## config.mk

```make
export PLATFORM = sky130hd
export DESIGN_NAME = lab_a1_fail_log
export DESIGN_NICKNAME = d
export VERILOG_FILES = /design/src/rtl/lab_a1_pkg.sv /design/src/rtl/lab_a1_fail_log.sv
export SDC_FILE = /design/constraint.sdc
export NUM_CORES = 1
export LEC_CHECK = 0
export ABC_AREA = 0
export CAP_MARGIN = 20
export CORE_AREA = 2 2 39 41
export DETAILED_ROUTE_END_ITERATION = 10
export DIE_AREA = 0 0 41 43
export DONT_BUFFER_PORTS = 1
export SLEW_MARGIN = 20
export SYNTH_ARGS = -nofsm -noshare
export SYNTH_HDL_FRONTEND = slang
export SYNTH_SLANG_ARGS = --single-unit
```

## constraint.sdc

```tcl
create_clock -name clk -period 1.1 [get_ports clk]
set_input_delay 0.11 -clock clk [delete_from_list [all_inputs] [get_ports clk]]
set_output_delay 0.11 -clock clk [all_outputs]
set_load 0.01 [all_outputs]
```

## src/rtl/lab_a1_pkg.sv

```systemverilog
// Shared types and defaults for the lab A1 response checker.
package lab_a1_pkg;

  typedef enum logic [1:0] {
    ST_IDLE = 2'd0,
    ST_RUN  = 2'd1,
    ST_DONE = 2'd2
  } state_t;

  localparam int VEC_W_DEF   = 4;
  localparam int NUM_VEC_DEF = 16;

endpackage

```

## src/rtl/lab_a1_fail_log.sv

```systemverilog
// Mismatch bookkeeping: running mismatch count and the first failing vector of a sweep.
module lab_a1_fail_log
  import lab_a1_pkg::*;
#(
  parameter int VEC_W = VEC_W_DEF
) (
  input  logic             clk,
  input  logic             rst_n,
  input  logic             clear,
  input  logic             log_en,
  input  logic             mismatch,
  input  logic [VEC_W-1:0] vec,
  output logic [VEC_W:0]   mismatch_cnt,
  output logic             first_fail_valid,
  output logic [VEC_W-1:0] first_fail_vec
);

  localparam logic [VEC_W:0] CNT_ONE = {{VEC_W{1'b0}}, 1'b1};

  logic [VEC_W:0]   r_cnt;
  logic             r_ff_valid;
  logic [VEC_W-1:0] r_ff_vec;

  always_ff @(posedge clk or negedge rst_n) begin
    if (!rst_n) begin
      r_cnt      <= '0;
      r_ff_valid <= 1'b0;
      r_ff_vec   <= '0;
    end else if (clear) begin
      r_cnt      <= '0;
      r_ff_valid <= 1'b0;
      r_ff_vec   <= '0;
    end else if (log_en && mismatch) begin
      r_cnt <= r_cnt + CNT_ONE;
      // Only the earliest failure of the sweep is kept.
      if (!r_ff_valid) begin
        r_ff_valid <= 1'b1;
        r_ff_vec   <= vec;
      end
    end
  end

  assign mismatch_cnt     = r_cnt;
  assign first_fail_valid = r_ff_valid;
  assign first_fail_vec   = r_ff_vec;

endmodule

```

# Yosys cells after proc, flatten, opt, wreduce, memory -nomap -nowiden
# Cells that the tools add are included.
# word_totals
latch_bits	0
mem_bits_rw	0
out_inout_bits	10
mem_bits_ro	0
mem_count	0
regBits	10
inputBits	9
# classes
n_bitwise	0
n_lt_le_gt_ge	0
n_reduce_logical	3
div_mod_pow	0
mux	7
shift	0
eq_ne	1
multipliers	0
addsub	1
# ops
cell	count
$mux W4	3
$mux W5	2
$add A5 B1 Y5 const B	1
$mux W1	2
$ne A2 B2 Y1 const B	1
$reduce_and A2 Y1	1
$reduce_bool A2 Y1	1
$logic_and A1 B1 Y1	1

# Depth between registers and ports, before layout
# Gate-level depths: netlist of the first run.
# logic_depth
word_depth	3
mapped_depth	4
ltp_nobuf	4

# Least setup slack after synthesis of the first run
# Ideal clock, no wire load.
# synth_timing
path_type	register to register
start	register r_cnt[0], in the netlist mismatch_cnt[0]
end	register r_cnt[4], in the netlist mismatch_cnt[4]
path_buffers	0
slack_ns	0.010
setup_ns	0.078
t_arrival_ns	1.012
stages_incl_launch_ff	5
path_cell_list	dfrtp_1 ha_1 nand3_1 nor4_1 o21bai_1
# synth_between
elab_chain_cells	3
# synth_lines
item	line	rtl
from (decl)	lab_a1_fail_log.sv:20	logic [VEC_W:0] r_cnt;
from (signal assigned)	lab_a1_fail_log.sv:34	r_cnt <= r_cnt + CNT_ONE;
$add A5 B1 Y5	lab_a1_fail_log.sv:34	
$mux W5	lab_a1_fail_log.sv:33	end else if (log_en && mismatch) begin
$mux W5	lab_a1_fail_log.sv:29	end else if (clear) begin
# No other way between the ends. The select of a mux whose other input is x is not followed.
# A chain may end at the register's enable or synchronous reset.

# Worst setup path after layout of the first run
# Ends and elaborated chain as after synthesis.

==> out/summary.json, run 1 <==
{
  "timing": {
    "final_hold_viol_count": 0,
    "final_critical_path_setup_slack_ns": 0.0242,
    "max_slew_headroom_pct": 68.8,
    "skew_ns": 0.00558,
    "finalMaxSlewViolations": 0,
    "setup_violators_final": 0,
    "max_freq_mhz": 930,
    "setup_repair_after_global_routing_missed_its_margin": "yes",
    "actual_transition_at_the_worst_max_transition_pin_ns": 0.467,
    "min_period_over_period_pct": 97.8,
    "period_needed_ns": 1.08,
    "finalHoldWorstSlack_ns": 0.00517
  },
  "worst_setup_path": {
    "cp_cell_sequence": "ha_1 > nand3_2 > nor4_1 > o21bai_1",
    "crit_path_max_incr_delay_ns": 0.38,
    "worst_r2r_startpoint": "mismatch_cnt[0]",
    "crit_slowest_cell": "sky130_fd_sc_hd__dfrtp_1",
    "worst-endpoint-arrival_ns": 1.27,
    "critPathRequiredTime_ns": 1.29,
    "timing_worst_setup_path_type": "flip-flop to flip-flop",
    "worstRegToRegCells": 4,
    "crit_path_end_kind": "flip-flop",
    "regToRegEndpoint": "mismatch_cnt[4]",
    "crit_path_start_kind": "flip-flop",
    "worst_path_maximum_fanout": 3,
    "worst-r2r-setup-slack_ns": 0.02
  },
  "min_path": {
    "hold-path-cell-count": 2,
    "min_from": "vec[2]",
    "hold_class": "input pin to flip-flop",
    "hold_path_end": "first_fail_vec[2]"
  },
  "routing": {
    "first_pass_iters": 3,
    "post-route-drc-count": 0,
    "wirelength_routed_um": 946,
    "avgViaCountPerCell": 4.89,
    "ant_nets": 0,
    "first_iter_violations": 3,
    "vias": 342,
    "per_cell_routed_wire_length_um": 13.5
  },
  "cts": {
    "htree_num_levels": 1,
    "clock-sinks": 10,
    "tritoncts": "done",
    "ctsRootBufferMaster": "sky130_fd_sc_hd__clkbuf_4",
    "ctsLongestPathBuffers": 2,
    "worst_skew_pair_latency_ns": 0.26,
    "cts_made_buffers": 3,
    "clk_pin_slew_ns": 0.07
  },
  "finish": {
    "final_net_count": 65,
    "final_cell_mix": "sky130_fd_sc_hd__dfrtp_1 (10), sky130_fd_sc_hd__nor2_1 (8), sky130_fd_sc_hd__buf_4 (6)",
    "layout.cells.most_common": "sky130_fd_sc_hd__dfrtp_1",
    "antenna_cells": 0,
    "final_design_area_no_fill_um2": 579,
    "post_layout_nonfiller_instances": 70,
    "area_growth_pct": 32.7,
    "layout-drive-gt1-share_pct": 22.2
  },
  "floorplanning": {
    "die_area_um2": 1760,
    "die_width_um": 41,
    "initial_core_util_pct": 31.6,
    "die_height_um": 43,
    "rows": 14,
    "num_io_pins": 19,
    "core_um2": 1380
  },
  "global_routing": {
    "grt_pass1_wl_um": 1360,
    "grtUsageTotal_pct": 11.1,
    "antenna_violations_before_repair": 0,
    "first_global_vias": 330,
    "largest_net_degree_at_the_start_of_global_routing": 11,
    "total_overflow_reported_by_the_global_router": 0
  },
  "yosys": {
    "netlist-cell-type-count": 16,
    "synth_sequential_area_ratio_pct": 57.3,
    "flops_latches_synth": 10,
    "synthesis.yosys.warnings": 0,
    "post_synth_inst_count": 41,
    "syn_area_um2": 437,
    "syn-mean-instance-area_um2": 10.7,
    "syn_nets": 51
  },
  "placement": {
    "post-place-ws_ns": 0.0497,
    "dpl-instance-area_um2": 490,
    "final_weighted_congestion_in_routability_driven_placement": 0.680,
    "numPlacedInstances": 61,
    "post-dp-hpwl_um": 615,
    "port_buffers": 0
  },
  "pwr": {
    "vdd_drop_max_v": 0.000490,
    "power_per_cell_area_nw_per_um2": 1390,
    "leakagePower_nw": 0.287
  },
  "run_status": {
    "outcome": "finished, final reports clean"
  },
  "job": {
    "cap_viol_max_count": 0
  }
}
-- stage by stage --
stage / TNS (ns) / util (%) / power, W
global route: -0.152 / 41.9 / 0.000841
detailed placement: 0 / 35.4 / 0.000451
floorplan: 0 / - / 0.000438
finish: 0 / 41.9 / 0.000803
global placement: 0 / 35.4 / 0.000450
CTS: 0 / 41.0 / 0.000802
-- how the worst max path moves through the flow --
stage,from,to,slack (ns),depth (start not counted)
2_1_floorplan,mismatch_cnt[0],mismatch_cnt[4],0.01,4
3_3_place_gp,first_fail_valid,first_fail_vec[1],0.06,3
3_5_place_dp,mismatch_cnt[0],mismatch_cnt[4],0.05,4
4_1_cts,first_fail_valid,first_fail_vec[0],0.03,3
5_1_grt,mismatch_cnt[0],mismatch_cnt[4],-0.07,4
6_report,mismatch_cnt[0],mismatch_cnt[4],0.02,4
-- cells by family (layout without fill, tap and decap cells) --
group,count (synthesis),count (layout),share of synthesized area (%)
AOI/OAI and AO/OA,5,5,6.30
xor gates and xnor gates,2,2,4.01
adders and majority gates,1,1,2.86
buffers and inverters,1,14,0.859
DFF,10,10,57.3
muxes,4,4,9.17
and+or+nand+nor,18,18,19.5
-- registers in the layout, summed over array words and instances (netlist names) --
| name | count |
|---|---|
| first_fail_vec | 4 |
| mismatch_cnt | 5 |
| first_fail_valid | 1 |
-- critical path, delay by kind of cell, from the launching register on --
family | cells | cell delay [ns]
DFF | 1 | 0.38
and+or+nand+nor | 2 | 0.33
adders and majority gates | 1 | 0.16
AOI/OAI and AO/OA | 1 | 0.14
-- power breakdown --
group | internal, W | switching (W) | leakage (nW)
Sequential | 0.000381 | 0.0000123 | 0.137
Clock | 0.000201 | 0.000132 | 0.0210
Combinational | 0.0000381 | 0.0000387 | 0.129
Total | 0.000620 | 0.000183 | 0.287
-- metal layers --
metal  track usage, %  part of all wire, %
met5                0                    0
met3             1.05                  6.6
met4             6.00                    0
met1             14.4                   45
met2             17.2                   48
-- layout make-up --
cell class | instances | area [um2]
fill | 140 | 805
sequential | 10 | 250
timing repair buffer | 10 | 85.1
multi-input combinational | 30 | 188
tap | 16 | 20.0
clock buffer | 4 | 36.3
-- Yosys cell counts --
library cell	number	area [um2]
sky130_fd_sc_hd__dfrtp_1	10	250
sky130_fd_sc_hd__nor2_1	8	30.0
sky130_fd_sc_hd__mux2i_1	4	40.0
sky130_fd_sc_hd__a21oi_1	3	15.0
sky130_fd_sc_hd__nand3_1	3	15.0
sky130_fd_sc_hd__nand2_1	2	7.51
sky130_fd_sc_hd__xor2_1	2	17.5
sky130_fd_sc_hd__clkbuf_1	1	3.75
sky130_fd_sc_hd__ha_1	1	12.5
sky130_fd_sc_hd__nand2_2	1	6.26
sky130_fd_sc_hd__nand2b_1	1	6.26
sky130_fd_sc_hd__nand3b_1	1	7.51
sky130_fd_sc_hd__nor4_1	1	6.26
sky130_fd_sc_hd__o21ai_0	1	5.00
sky130_fd_sc_hd__o21bai_1	1	7.51
sky130_fd_sc_hd__or3_1	1	6.26
-- what timing repair did --
action	CTS	global route
resized for setup	0	1
setup buffers	0	1
setup endpoints to repair	0	6
hold endpoints to repair	19	0
hold buffers	4	0
Note: power is estimated with default switching activity, not from simulation.
==> run 2: changes to the inputs <==
- ABC_AREA: 0 -> 1
- GPL_ROUTABILITY_DRIVEN: default -> 1
- SLEW_MARGIN: 20 -> default
==> out/summary.json, run 2 <==
{
  "pwr": {
    "leakagePower": {"value": 0.311, "unit": "nW", "change": "+8.4%"},
    "power_per_cell_area": {"value": 1400, "unit": "nW/um2", "change": "+0.91%"},
    "vdd_drop_max": {"value": 0.000518, "unit": "V", "change": "+5.6%"}
  },
  "worst_setup_path": {
    "regToRegEndpoint": "mismatch_cnt[4]",
    "worst-endpoint-arrival": {"value": 1.15, "unit": "ns", "change": "-0.12 ns"},
    "worst_path_maximum_fanout": {"value": 3, "change": "unchanged"},
    "crit_path_start_kind": "flip-flop",
    "timing_worst_setup_path_type": "flip-flop to flip-flop",
    "worst_r2r_startpoint": "mismatch_cnt[0]",
    "crit_path_end_kind": "flip-flop",
    "worst-r2r-setup-slack": {"value": 0.11, "unit": "ns", "change": "+0.08 ns"},
    "critPathRequiredTime": {"value": 1.25, "unit": "ns", "change": "-0.04 ns"},
    "worstRegToRegCells": {"value": 6, "change": "+2"}
  },
  "yosys": {
    "yosys.area.top_type_share": {"value": 52.5, "unit": "%", "change": "-4.8 points"},
    "netlist-cell-type-count": {"value": 12, "change": "-4"},
    "syn_area": {"value": 477, "unit": "um2", "change": "+9.2%"},
    "syn_nets": {"value": 68, "change": "+33%"},
    "top_flip_flop_cell_by_instance_count_after_synthesis": "sky130_fd_sc_hd__dfrtp_1",
    "synth-edff-count": {"value": 0, "change": "unchanged"},
    "yosys.cell_count.top_type": "sky130_fd_sc_hd__nand2_1",
    "syn-mean-instance-area": {"value": 8.22, "unit": "um2", "change": "-23%"},
    "netlist_top_cells_area": "sky130_fd_sc_hd__dfrtp_1 (52%), sky130_fd_sc_hd__nand2_1 (17%), sky130_fd_sc_hd__inv_1 (4.7%), sky130_fd_sc_hd__nand2_4 (4.7%), sky130_fd_sc_hd__nand3_1 (4.2%)",
    "flops_latches_synth": {"value": 10, "change": "unchanged"},
    "synthesis.yosys.warnings": {"value": 0, "change": "unchanged"},
    "synth.largest_area_cell": "sky130_fd_sc_hd__dfrtp_1",
    "asyncSetResetFlopFracSynth": {"value": 100, "unit": "%", "change": "unchanged"},
    "synthTopCellsByCount": "sky130_fd_sc_hd__nand2_1 (21), sky130_fd_sc_hd__dfrtp_1 (10), sky130_fd_sc_hd__inv_1 (6)",
    "post_synth_inst_count": {"value": 58, "change": "+41%"},
    "synth_sequential_area_ratio": {"value": 52.5, "unit": "%", "change": "-4.8 points"}
  },
  "finish": {
    "layout-drive-gt1-share": {"value": 14.7, "unit": "%", "change": "-7.5 points"},
    "final_net_count": {"value": 79, "change": "+22%"},
    "area_growth_pct": 23.6,
    "number_of_flip_flops_in_the_largest_register": {"value": 5, "change": "unchanged"},
    "final_cell_mix": "sky130_fd_sc_hd__nand2_1 (21), sky130_fd_sc_hd__dfrtp_1 (10), sky130_fd_sc_hd__inv_1 (6)",
    "layout.cells.most_common": "sky130_fd_sc_hd__nand2_1",
    "layout.area.seq": {"value": 250, "unit": "um2", "change": "unchanged"},
    "multi_input_area": {"value": 191, "unit": "um2", "change": "+2.0%"},
    "antenna_cells": {"value": 0, "change": "unchanged"},
    "filler_cell_count": {"value": 142, "change": "+1.4%"},
    "final_design_area_no_fill": {"value": 589, "unit": "um2", "change": "+1.7%"}
  },
  "floorplanning": {
    "initial_core_util": {"value": 34.4, "unit": "%", "change": "+2.9 points"},
    "num_io_pins": {"value": 19, "change": "unchanged"},
    "die_height": {"value": 43, "unit": "um", "change": "unchanged"},
    "die_width": {"value": 41, "unit": "um", "change": "unchanged"},
    "core": {"value": 1380, "unit": "um2", "change": "unchanged"},
    "rows": {"value": 14, "change": "unchanged"},
    "die_area": {"value": 1760, "unit": "um2", "change": "unchanged"}
  },
  "routing": {
    "ant_nets": {"value": 0, "change": "unchanged"},
    "first_pass_iters": {"value": 4, "change": "+1"},
    "avgViaCountPerCell": {"value": 4.65, "change": "-4.7%"},
    "per_cell_routed_wire_length": {"value": 10.6, "unit": "um", "change": "-21%"},
    "post-route-drc-count": {"value": 0, "change": "unchanged"},
    "vias": {"value": 391, "change": "+14%"},
    "first_iter_violations": {"value": 3, "change": "unchanged"},
    "wirelength_routed": {"value": 893, "unit": "um", "change": "-5.6%"}
  },
  "min_path": {
    "min_from": "mismatch",
    "hold_class": "input pin to flip-flop",
    "hold_path_end": "mismatch_cnt[2]",
    "hold-path-cell-count": {"value": 4, "change": "+2"}
  },
  "cts": {
    "clk_pin_slew": {"value": 0.07, "unit": "ns", "change": "about the same"},
    "ctsRootBufferMaster": "sky130_fd_sc_hd__clkbuf_4",
    "ctsLongestPathBuffers": {"value": 2, "change": "unchanged"},
    "worst_skew_pair_latency": {"value": 0.26, "unit": "ns", "change": "about the same"},
    "cts_made_buffers": {"value": 3, "change": "unchanged"},
    "htree_num_levels": {"value": 1, "change": "unchanged"},
    "tritoncts": "done",
    "clock-sinks": {"value": 10, "change": "unchanged"}
  },
  "global_routing": {
    "globalRouteMet3Util": {"value": 4.19, "unit": "%", "change": "+3.1 points"},
    "largest_net_degree_at_the_start_of_global_routing": {"value": 12, "change": "+1"},
    "grtUsageTotal": {"value": 11.9, "unit": "%", "change": "+0.80 points"},
    "grt.busiest_layer": "met2",
    "grt_use_met1": {"value": 14.8, "unit": "%", "change": "+0.39 points"},
    "total_overflow_reported_by_the_global_router": {"value": 0, "change": "unchanged"},
    "grt.met2_usage": {"value": 15.6, "unit": "%", "change": "-1.6 points"},
    "antenna_violations_before_repair": {"value": 0, "change": "unchanged"},
    "first_global_vias": {"value": 335, "change": "+1.5%"},
    "grt_pass1_wl": {"value": 1350, "unit": "um", "change": "-1.0%"}
  },
  "placement": {
    "post-dp-hpwl": {"value": 666, "unit": "um", "change": "+8.2%"},
    "final_weighted_congestion_in_routability_driven_placement": {"value": 0.604, "change": "-11%"},
    "dpl-instance-area": {"value": 500, "unit": "um2", "change": "+2.0%"},
    "port_buffers": {"value": 0, "change": "unchanged"}
  },
  "timing": {
    "skew": {"value": 0.000986, "unit": "ns", "change": "-0.00460 ns"},
    "max_freq": {"value": 1010, "unit": "MHz", "change": "+8.3%"},
    "setup_repair_after_global_routing_missed_its_margin": "no",
    "totalNegativeSetupSlack": {"value": 0, "unit": "ns", "change": "unchanged"},
    "finalMaxSlewViolations": {"value": 0, "change": "unchanged"},
    "actual_transition_at_the_worst_max_transition_pin": {"value": 0.463, "unit": "ns", "change": "-0.00392 ns"},
    "final_hold_viol_count": {"value": 0, "change": "unchanged"},
    "min_period_over_period": {"value": 90.3, "unit": "%", "change": "-7.5 points"},
    "setup_violators_final": {"value": 0, "change": "unchanged"},
    "period_needed": {"value": 0.994, "unit": "ns", "change": "-0.0822 ns"},
    "max_slew_headroom": {"value": 69.0, "unit": "%", "change": "+0.26 points"}
  },
  "run_status": {
    "outcome": "finished, final reports clean"
  },
  "job": {
    "cap_viol_max_count": {"value": 0, "change": "unchanged"}
  }
}
[run 2: cell count changes in the layout (fill, tap and decap cells not counted), sizes merged, moves of 2 or more]
cell,before,now
buf,6,2
inv,0,7
mux2i,4,0
nand2,3,23
nor2,8,4
o21ai,1,5
xor2,2,0
[run 2: what timing repair did]
action	CTS	global route
hold buffers	5	0
buffers inserted	0	0
resized for setup	0	1
hold endpoints to repair	14	0
setup endpoints to repair	0	1
[run 2: layout make-up]
type                            instances  share of cell area [%]
Timing Repair Buffer                    7                    11.0
Tap cell                               16                    3.40
Clock buffer                            4                    6.16
Inverter                                7                    4.46
Multi-Input combinational cell         40                    32.5
Sequential cell                        10                    42.5
[run 2: critical path: stages, from the launching register on]
cell                      delay [ns]
sky130_fd_sc_hd__dfrtp_1        0.35
sky130_fd_sc_hd__ha_1           0.17
sky130_fd_sc_hd__inv_1          0.05
sky130_fd_sc_hd__nor2_2         0.13
sky130_fd_sc_hd__nand3_1        0.08
sky130_fd_sc_hd__nand2_1        0.06
sky130_fd_sc_hd__nor2_1         0.03
[run 2: worst max path at each step]
stage	startpoint	slack (ns)	endpoint
floorplan	mismatch_cnt[0]	0.04	mismatch_cnt[4]
global placement	mismatch_cnt[0]	0.09	mismatch_cnt[4]
detailed placement	mismatch_cnt[0]	0.06	mismatch_cnt[4]
CTS	mismatch_cnt[0]	0.05	mismatch_cnt[4]
global route	mismatch_cnt[0]	0.01	mismatch_cnt[4]
finish	mismatch_cnt[0]	0.11	mismatch_cnt[4]
[run 2: stage by stage]
stage	setup slack, ns	hold WS, ns	utilization, %	instances	power, W
after floorplan	0.0355	-0.186	-	58	0.000469
after global placement	0.0892	-0.185	36.2	75	0.000484
after detailed placement	0.0621	-0.185	36.2	75	0.000485
after CTS	0.0483	0.0638	42.4	84	0.000841
after global routing	0.0143	0.0812	42.6	84	0.000875
final	0.106	0.0667	42.6	84	0.000824
[run 2: per-layer routing]
metal / up-vias / share of wire, %
li1: 200 / -
met1: 173 / 47
met2: 16 / 42
met3: 2 / 9.2
met4: 0 / 2.1
met5: - / 0
[run 2: cell families after synthesis]
logic type      Yosys count  share of synthesized area, %
flops                    10                          52.5
fa+ha+maj                 1                          2.62
simple gates             31                          28.6
buf+inv                   8                          7.87
compound gates            8                          8.40
[run 2: report_power, final]
part | switching (W) | leakage (nW) | total (W) | internal, W
Combinational | 0.0000494 | 0.155 | 0.0000843 | 0.0000348
Clock | 0.000126 | 0.0210 | 0.000327 | 0.000201
Sequential | 0.0000241 | 0.134 | 0.000413 | 0.000389
Total | 0.000200 | 0.311 | 0.000824 | 0.000624
==> run 3: changes to the inputs <==
- clock period: 1.1 -> 1.29 ns (I/O delays scaled with it)
==> out/summary.json, run 3 (same netlist as run 2, synthesis figures left out) <==
{
  "run_status": {
    "outcome": "finished, final reports clean"
  },
  "routing": {
    "first_pass_iters": {"value": 4, "change": "unchanged"},
    "avgViaCountPerCell": {"value": 4.67, "change": "+0.26%"},
    "ant_nets": {"value": 0, "change": "unchanged"},
    "wirelength_routed": {"value": 920, "unit": "um", "change": "+3.0%"},
    "per_cell_routed_wire_length": {"value": 11.0, "unit": "um", "change": "+3.0%"},
    "first_iter_violations": {"value": 6, "change": "+3"},
    "post-route-drc-count": {"value": 0, "change": "unchanged"},
    "vias": {"value": 392, "change": "+0.26%"}
  },
  "cts": {
    "cts_made_buffers": {"value": 3, "change": "unchanged"},
    "worst_skew_pair_latency": {"value": 0.26, "unit": "ns", "change": "about the same"},
    "ctsRootBufferMaster": "sky130_fd_sc_hd__clkbuf_4",
    "clock-sinks": {"value": 10, "change": "unchanged"},
    "clk_pin_slew": {"value": 0.07, "unit": "ns", "change": "about the same"},
    "post-cts-setup-buffer-count": {"value": 0, "change": "unchanged"},
    "tritoncts": "done",
    "ctsLongestPathBuffers": {"value": 2, "change": "unchanged"},
    "htree_num_levels": {"value": 1, "change": "unchanged"}
  },
  "finish": {
    "final_net_count": {"value": 79, "change": "unchanged"},
    "final_cell_mix": "sky130_fd_sc_hd__nand2_1 (21), sky130_fd_sc_hd__dfrtp_1 (10), sky130_fd_sc_hd__inv_1 (6)",
    "antenna_cells": {"value": 0, "change": "unchanged"},
    "area_growth_pct": 23.1,
    "post_layout_nonfiller_instances": {"value": 84, "change": "unchanged"},
    "layout.area.seq": {"value": 250, "unit": "um2", "change": "unchanged"},
    "filler_cell_count": {"value": 141, "change": "-0.70%"},
    "layout.cells.most_common": "sky130_fd_sc_hd__nand2_1",
    "multi_input_area": {"value": 189, "unit": "um2", "change": "-1.3%"},
    "layout-drive-gt1-share": {"value": 13.2, "unit": "%", "change": "-1.5 points"},
    "number_of_flip_flops_in_the_largest_register": {"value": 5, "change": "unchanged"}
  },
  "floorplanning": {
    "rows": {"value": 14, "change": "unchanged"},
    "core": {"value": 1380, "unit": "um2", "change": "unchanged"},
    "die_width": {"value": 41, "unit": "um", "change": "unchanged"},
    "die_height": {"value": 43, "unit": "um", "change": "unchanged"},
    "initial_core_util": {"value": 34.4, "unit": "%", "change": "unchanged"},
    "num_io_pins": {"value": 19, "change": "unchanged"},
    "die_area": {"value": 1760, "unit": "um2", "change": "unchanged"}
  },
  "placement": {
    "port_buffers": {"value": 0, "change": "unchanged"},
    "final_weighted_congestion_in_routability_driven_placement": {"value": 0.602, "change": "-0.26%"},
    "post-dp-hpwl": {"value": 692, "unit": "um", "change": "+3.9%"},
    "numPlacedInstances": {"value": 75, "change": "unchanged"}
  },
  "worst_setup_path": {
    "critPathRequiredTime": {"value": 1.44, "unit": "ns", "change": "+0.19 ns"},
    "crit_path_max_incr_delay": {"value": 0.35, "unit": "ns", "change": "about the same"},
    "worst_r2r_startpoint": "mismatch_cnt[0]",
    "worst_path_maximum_fanout": {"value": 3, "change": "unchanged"},
    "crit_slowest_cell": "sky130_fd_sc_hd__dfrtp_1",
    "worstSetupEndpoint": "mismatch_cnt[4]",
    "crit_path_end_kind": "flip-flop",
    "worst-r2r-setup-slack": {"value": 0.25, "unit": "ns", "change": "+0.15 ns"},
    "crit_path_start_kind": "flip-flop",
    "cp_cell_sequence": "ha_1 > inv_1 > nor2_1 > nand3_1 > nand2_1 > nor2_1",
    "regToRegEndpoint": "mismatch_cnt[4]",
    "crit_path_frequent_cell": "sky130_fd_sc_hd__nor2_1",
    "timing_worst_setup_path_type": "flip-flop to flip-flop",
    "crit_path_start": "mismatch_cnt[0]",
    "worstRegToRegCells": {"value": 6, "change": "unchanged"},
    "worst-endpoint-arrival": {"value": 1.19, "unit": "ns", "change": "+0.04 ns"}
  },
  "timing": {
    "skew": {"value": 0.000963, "unit": "ns", "change": "-0.0000232 ns"},
    "final_hold_viol_count": {"value": 0, "change": "unchanged"},
    "max_freq": {"value": 966, "unit": "MHz", "change": "-4.0%"},
    "max_slew_headroom": {"value": 69.8, "unit": "%", "change": "+0.79 points"},
    "min_period_over_period": {"value": 80.2, "unit": "%", "change": "-10 points"},
    "setup_violators_final": {"value": 0, "change": "unchanged"},
    "totalNegativeSetupSlack": {"value": 0, "unit": "ns", "change": "unchanged"},
    "actual_transition_at_the_worst_max_transition_pin": {"value": 0.451, "unit": "ns", "change": "-0.0119 ns"},
    "setup_repair_after_global_routing_missed_its_margin": "no",
    "period_needed": {"value": 1.04, "unit": "ns", "change": "+0.0415 ns"},
    "finalMaxSlewViolations": {"value": 0, "change": "unchanged"}
  },
  "global_routing": {
    "total_overflow_reported_by_the_global_router": {"value": 0, "change": "unchanged"},
    "largest_net_degree_at_the_start_of_global_routing": {"value": 12, "change": "unchanged"},
    "first_global_vias": {"value": 341, "change": "+1.8%"},
    "antenna_violations_before_repair": {"value": 0, "change": "unchanged"},
    "grtUsageTotal": {"value": 12.6, "unit": "%", "change": "+0.70 points"},
    "grt_pass1_wl": {"value": 1420, "unit": "um", "change": "+5.7%"}
  },
  "min_path": {
    "hold_class": "input pin to flip-flop",
    "min_from": "log_en"
  },
  "pwr": {
    "leakagePower": {"value": 0.311, "unit": "nW", "change": "about the same"},
    "vdd_drop_max": {"value": 0.000413, "unit": "V", "change": "-20%"},
    "power_per_cell_area": {"value": 1190, "unit": "nW/um2", "change": "-15%"}
  },
  "job": {
    "cap_viol_max_count": {"value": 0, "change": "unchanged"}
  }
}
run 3: layout make-up:
| class | count | share of cell area (%) |
|---|---|---|
| well taps | 16 | 3.41 |
| flip-flops and latches | 10 | 42.6 |
| multi-input cells | 40 | 32.2 |
| repair buffers | 7 | 11.1 |
| inverters | 7 | 4.48 |
| clock buffers | 4 | 6.18 |
run 3: repair_timing:
| action | in CTS | in global routing |
|---|---|---|
| resized for setup | 0 | 0 |
| hold endpoints to repair | 14 | 0 |
| hold buffers | 5 | 0 |
run 3: worst max-delay path: cells and delay by family, from the launching register on:
| family | cells | cell delay [ns] |
|---|---|---|
| adder cells (fa/ha/maj) | 1 | 0.17 |
| flip-flops | 1 | 0.35 |
| buffers and inverters | 1 | 0.04 |
| AND/OR/NAND/NOR | 4 | 0.37 |
run 3: worst min-delay path by stage:
stage	slack [ns]	end	cells after the start
finish	0.09	mismatch_cnt[2]	4
global route	0.11	mismatch_cnt[2]	4
CTS	0.08	mismatch_cnt[2]	4
detailed placement	-0.17	mismatch_cnt[0]	0
global placement	-0.17	mismatch_cnt[0]	0
floorplan	-0.17	first_fail_valid	0
run 3: stage by stage:
stage                     util (%)  setup WS (ns)  hold WS, ns  cell area [um2]  total power, W
final                         42.4          0.255       0.0891              587        0.000701
after global routing          42.4          0.122        0.106              587        0.000739
after CTS                     42.4          0.237       0.0805              587        0.000723
after detailed placement      36.2          0.242       -0.166              500        0.000414
after global placement        36.2          0.281       -0.166              500        0.000413
after floorplan                  -          0.225       -0.167              477        0.000400
run 3: where the power goes:
group | leakage [nW] | switching, W | total (W) | internal (W)
clock network | 0.0210 | 0.000106 | 0.000277 | 0.000171
logic | 0.156 | 0.0000418 | 0.0000715 | 0.0000297
registers | 0.134 | 0.0000204 | 0.000352 | 0.000332
run 3: per-layer routing:
| layer | vias up | global-route usage (%) | part of all wire (%) |
|---|---|---|---|
| li1 | 202 | - | - |
| met1 | 174 | 15.1 | 43 |
| met2 | 14 | 16.9 | 46 |
| met3 | 2 | 3.66 | 9.6 |
| met4 | 0 | 12.0 | 2.1 |
| met5 | - | 0 | 0 |
